--- src/rtl/key_input_pkg.sv ---
// rtl/key_input_pkg.sv - shared types, defaults and helpers for the key input scanner
package key_input_pkg;

    // Per-key debounce cell states
    typedef enum logic [1:0] {
        UP       = 2'd0,
        CHK_DOWN = 2'd1,
        DOWN     = 2'd2,
        CHK_UP   = 2'd3
    } cell_state_t;

    localparam int DEF_N_KEYS     = 8;
    localparam int DEF_TICK_DIV   = 50000;
    localparam int DEF_STABLE_CNT = 4;

    // Bits needed to hold values 0..value-1, never less than one bit
    function automatic int clog2(input int value);
        int w;
        w = 1;
        while ((1 << w) < value) begin
            w = w + 1;
        end
        return w;
    endfunction

endpackage

--- src/rtl/key_input_scanner_if.sv ---
// rtl/key_input_scanner_if.sv - key bank side and debounced result signals of the scanner
interface key_input_scanner_if #(
    parameter int N_KEYS = 8,
    parameter int CODE_W = 3
);
    logic [N_KEYS-1:0] key_raw;
    logic [N_KEYS-1:0] key_state;
    logic [N_KEYS-1:0] key_press;
    logic [N_KEYS-1:0] key_release;
    logic              key_valid;
    logic [CODE_W-1:0] key_code;
    logic              key_multi;

    // Key bank / consumer side: drives raw keys, observes results
    modport master (
        output key_raw,
        input  key_state, key_press, key_release, key_valid, key_code, key_multi
    );

    // Scanner side
    modport slave (
        input  key_raw,
        output key_state, key_press, key_release, key_valid, key_code, key_multi
    );
endinterface

--- src/rtl/key_debounce_cell.sv ---
// rtl/key_debounce_cell.sv - one key: two-flop synchroniser, tick-sampled debounce FSM, edge pulses
module key_debounce_cell
    import key_input_pkg::*;
#(
    parameter int STABLE_CNT = DEF_STABLE_CNT
) (
    input  logic clk,
    input  logic rst_n,
    input  logic i_tick,
    input  logic i_key_raw,
    output logic o_state,
    output logic o_press,
    output logic o_release
);
    localparam int CNT_W = clog2(STABLE_CNT + 1);
    localparam logic [CNT_W-1:0] CNT_ONE  = CNT_W'(1);
    localparam logic [CNT_W-1:0] CNT_LAST = CNT_W'(STABLE_CNT);

    logic        r_sync1;
    logic        r_sync2;
    cell_state_t r_state;
    cell_state_t w_next;
    logic [CNT_W-1:0] r_cnt;
    logic [CNT_W-1:0] w_cnt_next;
    logic        r_key_state;
    logic        r_press;
    logic        r_release;
    logic        w_enter_down;
    logic        w_enter_up;

    // Two-flop synchroniser for the asynchronous raw key level
    always_ff @(posedge clk) begin
        if (!rst_n) begin
            r_sync1 <= 1'b0;
            r_sync2 <= 1'b0;
        end else begin
            r_sync1 <= i_key_raw;
            r_sync2 <= r_sync1;
        end
    end

    // State and mismatch counter register
    always_ff @(posedge clk) begin
        if (!rst_n) begin
            r_state <= UP;
            r_cnt   <= '0;
        end else begin
            r_state <= w_next;
            r_cnt   <= w_cnt_next;
        end
    end

    // Next state: count consecutive ticks that disagree with the accepted level
    always_comb begin
        w_next     = r_state;
        w_cnt_next = r_cnt;
        if (i_tick) begin
            case (r_state)
                UP: if (r_sync2) begin
                    if (STABLE_CNT == 1) begin
                        w_next     = DOWN;
                        w_cnt_next = '0;
                    end else begin
                        w_next     = CHK_DOWN;
                        w_cnt_next = CNT_ONE;
                    end
                end
                CHK_DOWN: if (!r_sync2) begin
                    w_next     = UP;
                    w_cnt_next = '0;
                end else if (r_cnt + CNT_ONE == CNT_LAST) begin
                    w_next     = DOWN;
                    w_cnt_next = '0;
                end else begin
                    w_cnt_next = r_cnt + CNT_ONE;
                end
                DOWN: if (!r_sync2) begin
                    if (STABLE_CNT == 1) begin
                        w_next     = UP;
                        w_cnt_next = '0;
                    end else begin
                        w_next     = CHK_UP;
                        w_cnt_next = CNT_ONE;
                    end
                end
                CHK_UP: if (r_sync2) begin
                    w_next     = DOWN;
                    w_cnt_next = '0;
                end else if (r_cnt + CNT_ONE == CNT_LAST) begin
                    w_next     = UP;
                    w_cnt_next = '0;
                end else begin
                    w_cnt_next = r_cnt + CNT_ONE;
                end
                default: begin
                    w_next     = UP;
                    w_cnt_next = '0;
                end
            endcase
        end
    end

    assign w_enter_down = (w_next == DOWN) && ((r_state == UP) || (r_state == CHK_DOWN));
    assign w_enter_up   = (w_next == UP)   && ((r_state == DOWN) || (r_state == CHK_UP));

    // Registered level and one-cycle pulses, aligned with the state change
    always_ff @(posedge clk) begin
        if (!rst_n) begin
            r_key_state <= 1'b0;
            r_press     <= 1'b0;
            r_release   <= 1'b0;
        end else begin
            r_key_state <= (w_next == DOWN) || (w_next == CHK_UP);
            r_press     <= w_enter_down;
            r_release   <= w_enter_up;
        end
    end

    assign o_state   = r_key_state;
    assign o_press   = r_press;
    assign o_release = r_release;
endmodule

--- src/rtl/key_input_scanner.sv ---
// rtl/key_input_scanner.sv - key bank scanner: shared debounce tick, per-key cells, priority encoder
module key_input_scanner
    import key_input_pkg::*;
#(
    parameter int N_KEYS     = DEF_N_KEYS,
    parameter int TICK_DIV   = DEF_TICK_DIV,
    parameter int STABLE_CNT = DEF_STABLE_CNT,
    parameter int CODE_W     = 3
) (
    input logic clk,
    input logic rst_n,
    key_input_scanner_if.slave key_bus
);
    localparam int TICK_W = clog2(TICK_DIV);
    localparam logic [TICK_W-1:0] TICK_LAST = TICK_W'(TICK_DIV - 1);

    logic [TICK_W-1:0] r_tick_cnt;
    logic              w_tick;
    logic [N_KEYS-1:0] w_raw;
    logic [N_KEYS-1:0] w_state;
    logic [N_KEYS-1:0] w_press;
    logic [N_KEYS-1:0] w_release;
    logic              w_valid;
    logic              w_multi;
    logic [CODE_W-1:0] w_code;

    assign w_tick = (r_tick_cnt == TICK_LAST);
    assign w_raw  = key_bus.key_raw;

    // Free-running sample divider; tick is high on its last count
    always_ff @(posedge clk) begin
        if (!rst_n) begin
            r_tick_cnt <= '0;
        end else if (w_tick) begin
            r_tick_cnt <= '0;
        end else begin
            r_tick_cnt <= r_tick_cnt + 1'b1;
        end
    end

    for (genvar g = 0; g < N_KEYS; g++) begin : g_cell
        key_debounce_cell #(
            .STABLE_CNT (STABLE_CNT)
        ) u_cell (
            .clk       (clk),
            .rst_n     (rst_n),
            .i_tick    (w_tick),
            .i_key_raw (w_raw[g]),
            .o_state   (w_state[g]),
            .o_press   (w_press[g]),
            .o_release (w_release[g])
        );
    end

    // Lowest pressed key wins; multi flags a second pressed key
    always_comb begin
        w_valid = 1'b0;
        w_multi = 1'b0;
        w_code  = '0;
        for (int i = N_KEYS - 1; i >= 0; i--) begin
            if (w_state[i]) w_code = CODE_W'(i);
        end
        for (int i = 0; i < N_KEYS; i++) begin
            if (w_state[i]) begin
                if (w_valid) w_multi = 1'b1;
                w_valid = 1'b1;
            end
        end
    end

    assign key_bus.key_state   = w_state;
    assign key_bus.key_press   = w_press;
    assign key_bus.key_release = w_release;
    assign key_bus.key_valid   = w_valid;
    assign key_bus.key_code    = w_code;
    assign key_bus.key_multi   = w_multi;
endmodule

--- src/flat_wrapper.sv ---
// flat-port wrapper written by rule: the top's interface ports become plain ports
module key_input_scanner_flat import key_input_pkg::*;
#(
    parameter int N_KEYS     = DEF_N_KEYS,
    parameter int TICK_DIV   = DEF_TICK_DIV,
    parameter int STABLE_CNT = DEF_STABLE_CNT,
    parameter int CODE_W     = 3
)
  (clk, rst_n, key_bus_key_raw, key_bus_key_state, key_bus_key_press, key_bus_key_release, key_bus_key_valid, key_bus_key_code, key_bus_key_multi);
  key_input_scanner_if #(.N_KEYS(N_KEYS), .CODE_W(CODE_W)) key_bus_i ();
  input logic clk;
  input logic rst_n;
  input wire logic [$bits(key_bus_i.key_raw)-1:0] key_bus_key_raw;
  output wire logic [$bits(key_bus_i.key_state)-1:0] key_bus_key_state;
  output wire logic [$bits(key_bus_i.key_press)-1:0] key_bus_key_press;
  output wire logic [$bits(key_bus_i.key_release)-1:0] key_bus_key_release;
  output wire logic [$bits(key_bus_i.key_valid)-1:0] key_bus_key_valid;
  output wire logic [$bits(key_bus_i.key_code)-1:0] key_bus_key_code;
  output wire logic [$bits(key_bus_i.key_multi)-1:0] key_bus_key_multi;
  assign key_bus_i.key_raw = key_bus_key_raw;
  assign key_bus_key_state = key_bus_i.key_state;
  assign key_bus_key_press = key_bus_i.key_press;
  assign key_bus_key_release = key_bus_i.key_release;
  assign key_bus_key_valid = key_bus_i.key_valid;
  assign key_bus_key_code = key_bus_i.key_code;
  assign key_bus_key_multi = key_bus_i.key_multi;
  key_input_scanner #(.N_KEYS(N_KEYS), .TICK_DIV(TICK_DIV), .STABLE_CNT(STABLE_CNT), .CODE_W(CODE_W)) u_core (.clk(clk), .rst_n(rst_n), .key_bus(key_bus_i));
endmodule
--- config.mk ---
export PLATFORM = sky130hd
export DESIGN_NAME = key_input_scanner_flat
export DESIGN_NICKNAME = d
export VERILOG_FILES = /design/src/rtl/key_input_pkg.sv /design/src/rtl/key_input_scanner_if.sv /design/src/rtl/key_debounce_cell.sv /design/src/rtl/key_input_scanner.sv /design/src/flat_wrapper.sv
export SDC_FILE = /design/constraint.sdc
export NUM_CORES = 1
export LEC_CHECK = 0
export CORE_UTILIZATION = 53
export DETAILED_ROUTE_END_ITERATION = 16
export PLACE_DENSITY = 0.79
export SLEW_MARGIN = 20
export SYNTH_ARGS = -nofsm -noshare
export SYNTH_HDL_FRONTEND = slang
export SYNTH_SLANG_ARGS = --single-unit
export TNS_END_PERCENT = 20
--- constraint.sdc ---
create_clock -name clk -period 2.3 [get_ports clk]
set_clock_uncertainty 0.2 [all_clocks]
set_input_delay 0.46 -clock clk [delete_from_list [all_inputs] [get_ports clk]]
set_output_delay 0.46 -clock clk [all_outputs]
set_load 0.05 [all_outputs]
* Yosys cells after proc, flatten, opt, wreduce, memory -nomap -nowiden *
Cells that the tools add are included.

operators by class
  shift operators = 0
  bitwise gates (word level) = 1
  equal/unequal tests = 65
  add/subtract/negate cells = 9
  reduce and logical (&&, ||, !) cells = 65
  divide/modulo/power cells = 0
  mux-type cells = 142
  $lt $le $gt $ge = 0
  multiply operators = 0

operators by type and width
  operator                 count
  $mux W3                  48
  $mux W2                  56
  $pmux W3 S4              8
  $eq A2 B2 Y1 const B     32
  $pmux W2 S4              8
  $logic_not A2 Y1         16
  $ne A2 B2 Y1 const B     16
  $add A3 B1 Y3 const B    8
  $eq A3 B3 Y1 const B     8
  $logic_or A1 B1 Y1       24
  $reduce_and A3 Y1        8
  $mux W1                  22
  $add A16 B1 Y16 const B  1
  $eq A16 B16 Y1 const B   1
  $eq A2 B1 Y1 const B     8
  $logic_and A1 B1 Y1      16
  $reduce_or A2 Y1         1
  $not A1 Y1               1

word-level totals
  memories = 0
  memory bits (read-only) = 0
  bits in writable memories = 0
  input port bits = 10
  output and inout bits = 29
  logic and storage cells = 339
  latch bits = 0
  bits in registers = 96

* Longest topological paths before layout *
Gate-level depths: netlist (run 1).

  depth in word-level cells = 15
  depth in mapped cells = 7
  depth with buffers taken out = 5

* Modules after synthesis *
Synthesis (run 1) repeated with hierarchy kept, for this count alone.

second synthesis, totals
  cells, all modules = 443
  area total of the unflattened synthesis = 4,465.5 µm²

modules (own cells, without submodules)
  module                                            sequential area each (µm²)  cells each  times used  area each (µm²)
  key_debounce_cell at u_core.g_cell[0].u_cell ...  200.2                       42          7           450.4
  key_input_scanner                                 320.3                       104         1           859.6
  key_debounce_cell at u_core.g_cell[5].u_cell      200.2                       45          1           452.9

* Least setup slack after synthesis (run 1) *
Ideal clock, no wire load.

  kind = flip-flop to output port
  start = register u_core.g_cell[1].u_cell.r_key_state
  end = output port key_bus_key_multi
  arrival = 1.822 ns
  data required time = 1.640 ns
  path buffers = 0
  stages on the path, launching flop included = 5
  slack = -0.182 ns
  path through = dfxtp_1 -> nor4_1 -> nand2b_1 -> a211oi_1 -> o31ai_1

between the ends
  longest elaborated chain between the ends = 13
  elaborated cells on any way between the ends = 19
  classes of those cells = mux (19)

ends and longest elaborated chain
  element                 RTL line                  source
  from (decl)             key_debounce_cell.sv:25   logic r_key_state;
  from (signal assigned)  key_debounce_cell.sv:113  r_key_state <= (w_next == DOWN) || (w_next == CHK_UP);
  $mux W1                 key_input_scanner.sv:64   if (w_state[i]) begin
  $mux W1                 key_input_scanner.sv:65   if (w_valid) w_multi = 1'b1;
  $mux W1                 key_input_scanner.sv:64
  $mux W1                 key_input_scanner.sv:65
  $mux W1                 key_input_scanner.sv:64
  $mux W1                 key_input_scanner.sv:65
  $mux W1                 key_input_scanner.sv:64
  $mux W1                 key_input_scanner.sv:65
  $mux W1                 key_input_scanner.sv:64
  $mux W1                 key_input_scanner.sv:65
  $mux W1                 key_input_scanner.sv:64
  $mux W1                 key_input_scanner.sv:65
  $mux W1 (*)             key_input_scanner.sv:64
  to (decl)               flat_wrapper.sv:19        output wire logic [$bits(key_bus_i.key_multi)-1:0] key_bus_key_multi;

Every way passes the cells marked *; elsewhere a longest branch is shown, timed or not.

* Worst setup path after layout (run 1) *
  start = register u_core.g_cell[6].u_cell.r_key_state
  end = output port key_bus_key_code[1]

between the ends
  longest elaborated chain between the ends = 7

ends and longest elaborated chain
  element                 RTL line                  source
  from (decl)             key_debounce_cell.sv:25
  from (signal assigned)  key_debounce_cell.sv:113
  $mux W3 (7 in a row)    key_input_scanner.sv:61   if (w_state[i]) w_code = CODE_W'(i);
  to (decl)               flat_wrapper.sv:18        output wire logic [$bits(key_bus_i.key_code)-1:0] key_bus_key_code;

Every way passes these cells.

==> metrics.log, run 1 <==
[metrics] status: finished, violations left
[metrics] violations in the final reports: negative setup slack
[metrics] number of standard cells in the layout, taps in and fillers out: 570
[metrics] endpoint of the worst-slack reg-to-reg timing path: u_core.g_cell[7].u_cell.r_cnt[0]
[metrics] Reg2Reg Depth: 6
[metrics] Netlist cell types: 46
[metrics] dominant cells by area after synthesis: dfxtp_1, xor2_1, ha_1, buf_4, nor4_4
[metrics] met2 Usage GRT: 0.3623
[metrics] synthesized area per cell: between 9 and 10 sq um
[metrics] start point of the worst hold path: rst_n
[metrics] diodes inserted: 0
[metrics] max-slew violations: 0
[metrics] reg2reg setup slack: roughly 0.18 ns
[metrics] count of state elements after synthesis: 96
[metrics] pin count of the biggest net entering global routing: 26
[metrics] site row count: 32
[metrics] Starting DRT DRC Count: 96
[metrics] transition time at the pin with the least slew margin: 0.5164 ns
[metrics] fraction of synthesis flops using an asynchronous set or reset pin: 0
[metrics] HPWL reported at the end of detailed placement: 5481 microns
[metrics] number of buffers added by the clock tree synthesis step: 9
[metrics] RSZ-0062 raised after global routing: true
[metrics] count of vias placed by the detailed router: between 3k and 4k
[metrics] depth of the CTS H-tree: 3
[metrics] post-placement setup slack: -0.003963 ns
[metrics] die outline width: approximately 93 microns
[metrics] Worst setup EP type: output port
[metrics] Leak Pwr: 1.921 nW
[metrics] area grow syn2layout: 13.82%
[metrics] share of Yosys cell area claimed by the top area cell type: 0.4404
[metrics] number of placed instances, taps included: 553
[metrics] layer carrying the most global-route usage: met2
[metrics] number of buffers on the longest clock path: 2
[metrics] data arrival time at the worst-slack endpoint: around 1.7 ns
[metrics] final worst-path setup slack: -0.08139 ns
[metrics] DRT Wirelength: 7941 microns
[metrics] CTS Sinks: 96
[metrics] total power: 0.002996 W
[metrics] end point of the most critical hold path: u_core.g_cell[4].u_cell.o_state
[metrics] Clock transition at path regs: 0.09 ns
[metrics] final worst path period share: 1.035
[metrics] number of maximum-capacitance constraint violations: 0
[metrics] Synthesized Nets: 473
[metrics] number of buffers inserted for hold repair after clock tree synthesis: 0
[metrics] final estimated routing congestion in global placement: 0.7861
[metrics] antenna-violating nets left: 0
[metrics] filler cell count in the final layout: 656
[metrics] most frequent cells in the layout: dfxtp_1, nand2_1, nor2_1
[metrics] synthesized instance count: 446
[metrics] Total GRT Usage: 0.1999
[metrics] power density of the placed cells: a little over 600 nW/um^2
[metrics] final setup violating endpoints: 2
[metrics] Most used DFF post-synth: dfxtp_1
[metrics] clk_lat worst skew: between 0.3 and 0.4 ns
[metrics] Buffers on Ports: 38
[metrics] post-route core utilization: 0.6330
[metrics] sequential-to-total area share from yosys stat: 0.4404
[metrics] layout cells sized above 1: 0.1346
[metrics] R2R Path Start: u_core.r_tick_cnt[0]
[metrics] Startpoint Class: register
[metrics] post-synthesis instance area: 4364 sq um
[metrics] first-pass GRT wire length: roughly 14000 microns
[metrics] area of the placeable core: 7848 sq um
[metrics] TritonCTS clock tree: yes
[metrics] top cell type by total area after synthesis: dfxtp_1
[metrics] met3 usage in global routing: 0.04433
[metrics] Max Clk Rate: between 0.4 and 0.5 GHz
[metrics] detail-routed via count per cell: 5.561
[metrics] Min Hold Slack: 0.1835 ns
[metrics] master cell of the clock root buffer: clkbuf_8
[metrics] post-route DRC violation count: 0
[metrics] I/O pin count: 39
[metrics] antenna violations before repair: 0
[metrics] DR pass1 iterations: 4
[metrics] global routing met1 resource utilization: 0.2342
[metrics] height of the chip: 92.75 microns
[metrics] normalized max-slew margin: 0.6547
[metrics] total global routing overflow: 0
[metrics] warnings from Yosys: 0
[metrics] number of global-route vias before repair: 3139
[metrics] hold violation total from the final report: 0
[metrics] Required @ worst endpoint: 1.64 ns
[metrics] Post-layout nets: 490
[metrics] crit path max fanout: 6
[metrics] mean routed wirelength per cell: 13.93 microns
[metrics] Worst VDD drop: about 0.47 mV
[metrics] initial core utilization: 0.5561
[metrics] class of the tightest hold or removal check: in2reg
[metrics] number of stages on the worst hold path: 3
[metrics] clock period minus worst slack: 2.381 ns
[metrics] EDFF count, synth: 0
[metrics] Worst Path Class, Setup: reg2out
[metrics] Die Area: 8602 sq um
[metrics] commonest non-fill, non-tap cell in the layout: dfxtp_1
-- synth_stat cells, drive strengths merged, types with 6 or more instances --
cell	count
dfxtp	96
buf	35
nand2	34
nor2	30
xor2	26
nand3	25
a21oi	20
and2	19
ha	17
inv	12
nor4	12
o31ai	11
clkbuf	10
o21ai	9
a311oi	8
and3	8
nor3	8
nor4b	8
o22ai	8
nand4	7
a32o	6
o211ai	6
-- how the worst max path moves through the flow --
stage / start / end / slack (ns) / depth (start not counted)
floorplan: u_core.g_cell[7].u_cell.o_state / key_bus_key_code[1] / -0.02 / 4
global placement: u_core.g_cell[1].u_cell.o_state / key_bus_key_multi / 0.17 / 5
detailed placement: u_core.g_cell[1].u_cell.o_state / key_bus_key_multi / -0.004 / 5
CTS: u_core.g_cell[1].u_cell.o_state / key_bus_key_multi / -0.08 / 5
global route: u_core.g_cell[2].u_cell.o_state / key_bus_key_multi / -0.16 / 5
finish: u_core.g_cell[6].u_cell.o_state / key_bus_key_code[1] / -0.08 / 5
-- area by class of cell --
type                            count  area (sq um)  area share
Clock buffer                       11         151.4     0.03048
Clock inverter                      5         78.83     0.01587
Inverter                           13         48.80    0.009824
Multi-Input combinational cell    292          2137      0.4302
Sequential cell                    96          1927      0.3879
Tap cell                          102         127.6     0.02569
Timing Repair Buffer               51         496.7      0.1000
-- logic make-up (layout without fill, tap and decap cells) --
logic type                 Yosys count  count (layout)  share of synthesized area
AOI/OAI and AO/OA                   77              77                     0.1253
xor gates and xnor gates            30              30                    0.06021
adders and majority gates           18              18                    0.05103
buffers and inverters               58              80                    0.08285
DFF                                 96              96                     0.4404
and+or+nand+nor                    167             167                     0.2402
-- worst max-delay path: stages, from the launching register on --
cell	delay [ns]
dfxtp_1	0.49
nor2_1	0.09
nor3_1	0.19
nor3_1	0.07
nor3_1	0.33
buf_12	0.19
-- stage by stage --
stage / cell area [sq um] / setup TNS [ns]
2_1_floorplan: 4369 / -0.02462
3_3_place_gp: 4674 / 0
3_5_place_dp: 4674 / -0.003963
4_1_cts: 4935 / -0.08314
5_1_grt: 4967 / -0.4424
6_report: 4967 / -0.1470
-- sequential cells by signal, summed over array words and instances (netlist names) --
name,count
u_core.g_cell.u_cell.o_press,8
u_core.g_cell.u_cell.o_release,8
u_core.g_cell.u_cell.o_state,8
u_core.g_cell.u_cell.r_cnt,24
u_core.g_cell.u_cell.r_state,16
u_core.g_cell.u_cell.r_sync1,8
u_core.g_cell.u_cell.r_sync2,8
u_core.r_tick_cnt,16
-- power breakdown --
part	leakage (nW)	switching, W	internal (W)	total (W)
sequential	0.779	0.0000144	0.00168	0.00169
clock	0.119	0.000556	0.000670	0.00123
combinational	1.02	0.0000447	0.0000326	0.0000774
total	1.92	0.000615	0.00238	0.00300
-- layer usage --
metal / up-vias / routed length, microns
met1: 1497 / 3584
met4: 0 / 116
met3: 10 / 265
met2: 61 / 3973
li1: 1602 / -
met5: - / 0
-- what timing repair did --
| item | CTS | global route |
|---|---|---|
| setup buffers | 0 | 1 |
| endpoints found under the setup margin | 5 | 12 |
| pin swaps | 2 | 1 |
| resized for setup | 14 | 7 |
No activity file was read; power rests on OpenSTA's default activity.
==> run 2, diff against run 1 <==
==> constraint.sdc (replaced) <==
create_clock -name clk -period 3 [get_ports clk]
set_clock_uncertainty 0.2 [all_clocks]
set_input_delay 0.6 -clock clk [delete_from_list [all_inputs] [get_ports clk]]
set_output_delay 0.6 -clock clk [all_outputs]
set_load 0.05 [all_outputs]
==> run 2 against run 1 <==
  * Highest routed layer unchanged
  * Global-route usage down 0.77 points
  * Clock-buffer cell count fell by 1
  * Worst hold slack better by 0.048 ns
  * Total power is 26% lower
  * Register-to-register slack better by 0.31 ns
  * Non-clock buffer count decreased by 6
  * The flow now finishes without violations
==> metrics.log, run 2 (synthesis gave the netlist of run 1 again) <==
[metrics] total global routing overflow: 0 (unchanged)
[metrics] depth of the CTS H-tree: 3 (unchanged)
[metrics] master cell of the clock root buffer: clkbuf_8 (unchanged)
[metrics] Worst Path Class, Setup: reg2out (unchanged)
[metrics] final worst path period share: 0.9613
[metrics] layout cells sized above 1: 0.09307 (was 0.1346)
[metrics] proportion of power drawn by flip-flops and latches: 0.585 (was 0.565)
[metrics] crit path max fanout: 7 (was 6)
[metrics] # Post-CTS Setup Buffers: 0 (unchanged)
[metrics] Required @ worst endpoint: 2.20 ns (was 1.64 ns)
[metrics] flip-flop count of the largest register, all copies and words added: 24 (unchanged)
[metrics] filler cell count in the final layout: 668 (was 656)
[metrics] Max Clk Rate: 0.3468 GHz
[metrics] Total GRT Usage: 0.1922 (was 0.1999)
[metrics] post-route DRC violation count: 0 (unchanged)
[metrics] mean routed wirelength per cell: 13.92 microns (was 13.93 microns)
[metrics] HPWL reported at the end of detailed placement: 5411 microns (was 5481 microns)
[metrics] most frequent cells in the layout: dfxtp_1, clkdlybuf4s50_1, nand2_1 (was dfxtp_1, nand2_1, nor2_1)
[metrics] data arrival time at the worst-slack endpoint: 2.08 ns (was 1.72 ns)
[metrics] initial core utilization: 0.5561 (unchanged)
[metrics] Top Registers: u_core.g_cell.u_cell.r_cnt x24, u_core.g_cell.u_cell.r_state x16, u_core.r_tick_cnt x16 (unchanged)
[metrics] antenna-violating nets left: 0 (unchanged)
[metrics] Worst VDD drop: 0.2277 mV (was 0.4721 mV)
[metrics] number of buffers on the longest clock path: 2 (unchanged)
[metrics] uppermost signal routing layer after detailed routing: met4 (unchanged)
[metrics] share of total power in the clock network: 0.389 (was 0.409)
[metrics] final setup violating endpoints: 0 (was 2)
[metrics] M1 WL: 3641 microns (was 3584 microns)
[metrics] clock period minus worst slack: between 2 and 3 ns
[metrics] die outline width: 92.75 microns (unchanged)
[metrics] number of global-route vias before repair: 2996 (was 3139)
[metrics] number of maximum-capacitance constraint violations: 0 (unchanged)
[metrics] post-placement setup slack: 0.2320 ns (was -0.003963 ns)
[metrics] number of buffers inserted for hold repair after clock tree synthesis: 0 (unchanged)
[metrics] detail-routed via count per cell: 5.700 (was 5.561)
[metrics] number of buffers added by the clock tree synthesis step: 9 (unchanged)
[metrics] Clock transition at path regs: 0.10 ns (was 0.09 ns)
[metrics] clk_lat worst skew: 0.36 ns (about the same)
[metrics] area grow syn2layout: 10.52% (was 13.82%)
[metrics] class of the tightest hold or removal check: reg2reg (was in2reg)
[metrics] pin count of the biggest net entering global routing: 37 (was 26)
[metrics] RSZ-0062 raised after global routing: false (was true)
[metrics] Min Hold Slack: 0.2316 ns (was 0.1835 ns)
[metrics] register with the highest flop count: u_core.g_cell.u_cell.r_cnt (unchanged)
[metrics] first-pass GRT wire length: 13210 microns (was 13780 microns)
[metrics] cell internal pwr: 0.001723 W (was 0.002380 W)
[metrics] hold violation total from the final report: 0 (unchanged)
[metrics] DR pass1 iterations: 5 (was 4)
[metrics] antenna violations before repair: 0 (unchanged)
[metrics] Startpoint Class: register (unchanged)
[metrics] CTS Sinks: 96 (unchanged)
[metrics] final worst-path setup slack: 0.1162 ns (was -0.08139 ns)
[metrics] Starting DRT DRC Count: 91 (was 96)
[metrics] part of the power in combinational logic: 0.027 (was 0.026)
[metrics] commonest non-fill, non-tap cell in the layout: dfxtp_1 (unchanged)
[metrics] Buffers on Ports: 38 (unchanged)
[metrics] count of vias placed by the detailed router: 3215 (was 3170)
[metrics] max-slew violations: 0 (unchanged)
[metrics] DRT Wirelength: 7852 microns (was 7941 microns)
[metrics] diodes inserted: 0 (unchanged)
[metrics] final sum of negative setup slack: 0 ns (was -0.1470 ns)
[metrics] Worst setup EP type: output port (unchanged)
[metrics] Leak Pwr: 1.822 nW (was 1.921 nW)
[metrics] power dissipated by switching net loads: 0.0004942 W (was 0.0006153 W)
[metrics] Post-layout nets: 484 (was 490)
[metrics] met3 routed WL: 248 microns (was 265 microns)
[metrics] status: finished, final reports clean (was finished, violations left)
[metrics] final estimated routing congestion in global placement: 0.7689 (was 0.7861)
[metrics] area of the placeable core: 7848 sq um (unchanged)
[metrics] power density of the placed cells: 459.8 nW/um^2 (was 603.1 nW/um^2)
[metrics] I/O pin count: 39 (unchanged)
[metrics] normalized max-slew margin: 0.6346 (was 0.6547)
[metrics] switching portion of total power: 0.2228 (was 0.2054)
[metrics] site row count: 32 (unchanged)
[metrics] height of the chip: 92.75 microns (unchanged)
[metrics] TritonCTS clock tree: yes (unchanged)
[metrics] transition time at the pin with the least slew margin: 0.5465 ns (was 0.5164 ns)
[metrics] Die Area: 8602 sq um (unchanged)
[metrics] routed length on met2: 3784 microns (was 3973 microns)
run 2: cell count changes in the layout (fill, tap and decap cells not counted), sizes merged:
| cell | before | now |
|---|---|---|
| buf | 19 | 8 |
| inv | 12 | 14 |
| clkbuf | 11 | 10 |
| bufinv | 2 | 1 |
| dlygate4sd2 | 6 | 1 |
| clkdlybuf4s50 | 25 | 35 |
run 2: final timing paths:
path | start | endpoint | slack, ns | cells after the start
worst max-delay path | u_core.g_cell[7].u_cell.o_state | key_bus_key_code[1] | 0.12 | 5
worst min-delay path | u_core.g_cell[0].u_cell.r_sync1 | u_core.g_cell[0].u_cell.r_sync2 | 0.23 | 1
worst max register to register | u_core.r_tick_cnt[0] | u_core.r_tick_cnt[7] | 0.49 | 6
worst min register to register | u_core.g_cell[0].u_cell.r_sync1 | u_core.g_cell[0].u_cell.r_sync2 | 0.23 | 1
run 2: what timing repair did:
item,in CTS,in global routing
setup endpoints to repair,1,3
resized for setup,1,3
gates cloned,0,0
endpoints found under the hold margin,0,0
run 2: stage by stage:
stage / power, W / std cells / utilization / cell area [sq um]
after global routing: 0.002312 / 564 / 0.6146 / 4823
after global placement: 0.001383 / 548 / 0.5871 / 4607
after floorplan: 0.001361 / 446 / - / 4364
after CTS: 0.002235 / 564 / 0.6129 / 4810
after detailed placement: 0.001386 / 548 / 0.5871 / 4607
final: 0.002218 / 564 / 0.6146 / 4823
run 2: power by group through the flow:
stage	sequential, W	clock, W	combinational, W
after floorplan	0.00132	0	0.0000361
after global placement	0.00133	0	0.0000568
after detailed placement	0.00133	0	0.0000589
after CTS	0.00130	0.000879	0.0000594
after global routing	0.00130	0.000947	0.0000654
final	0.00130	0.000862	0.0000592
run 2: area by class of cell:
type | instances | area, sq um | area share
tap | 102 | 127.6 | 0.02646
clock inverter | 6 | 66.31 | 0.01375
inverter | 13 | 48.80 | 0.01012
clock buffer | 10 | 137.6 | 0.02853
sequential | 96 | 1922 | 0.3984
multi-input combinational | 292 | 2092 | 0.4337
timing repair buffer | 45 | 429.2 | 0.08898
run 2: layer usage:
| metal | GRT usage | up-vias |
|---|---|---|
| met5 | 0 | - |
| met2 | 0.3272 | 71 |
| met1 | 0.2372 | 1538 |
| met4 | 0.09103 | 0 |
| li1 | - | 1588 |
| met3 | 0.02956 | 18 |
run 2: critical path, cell delays in order (launching register included):
cell,delay [ns]
dfxtp_1,0.45
nor2_1,0.07
nor3_1,0.15
nor3_1,0.07
nor3_1,0.16
clkdlybuf4s50_1,0.83
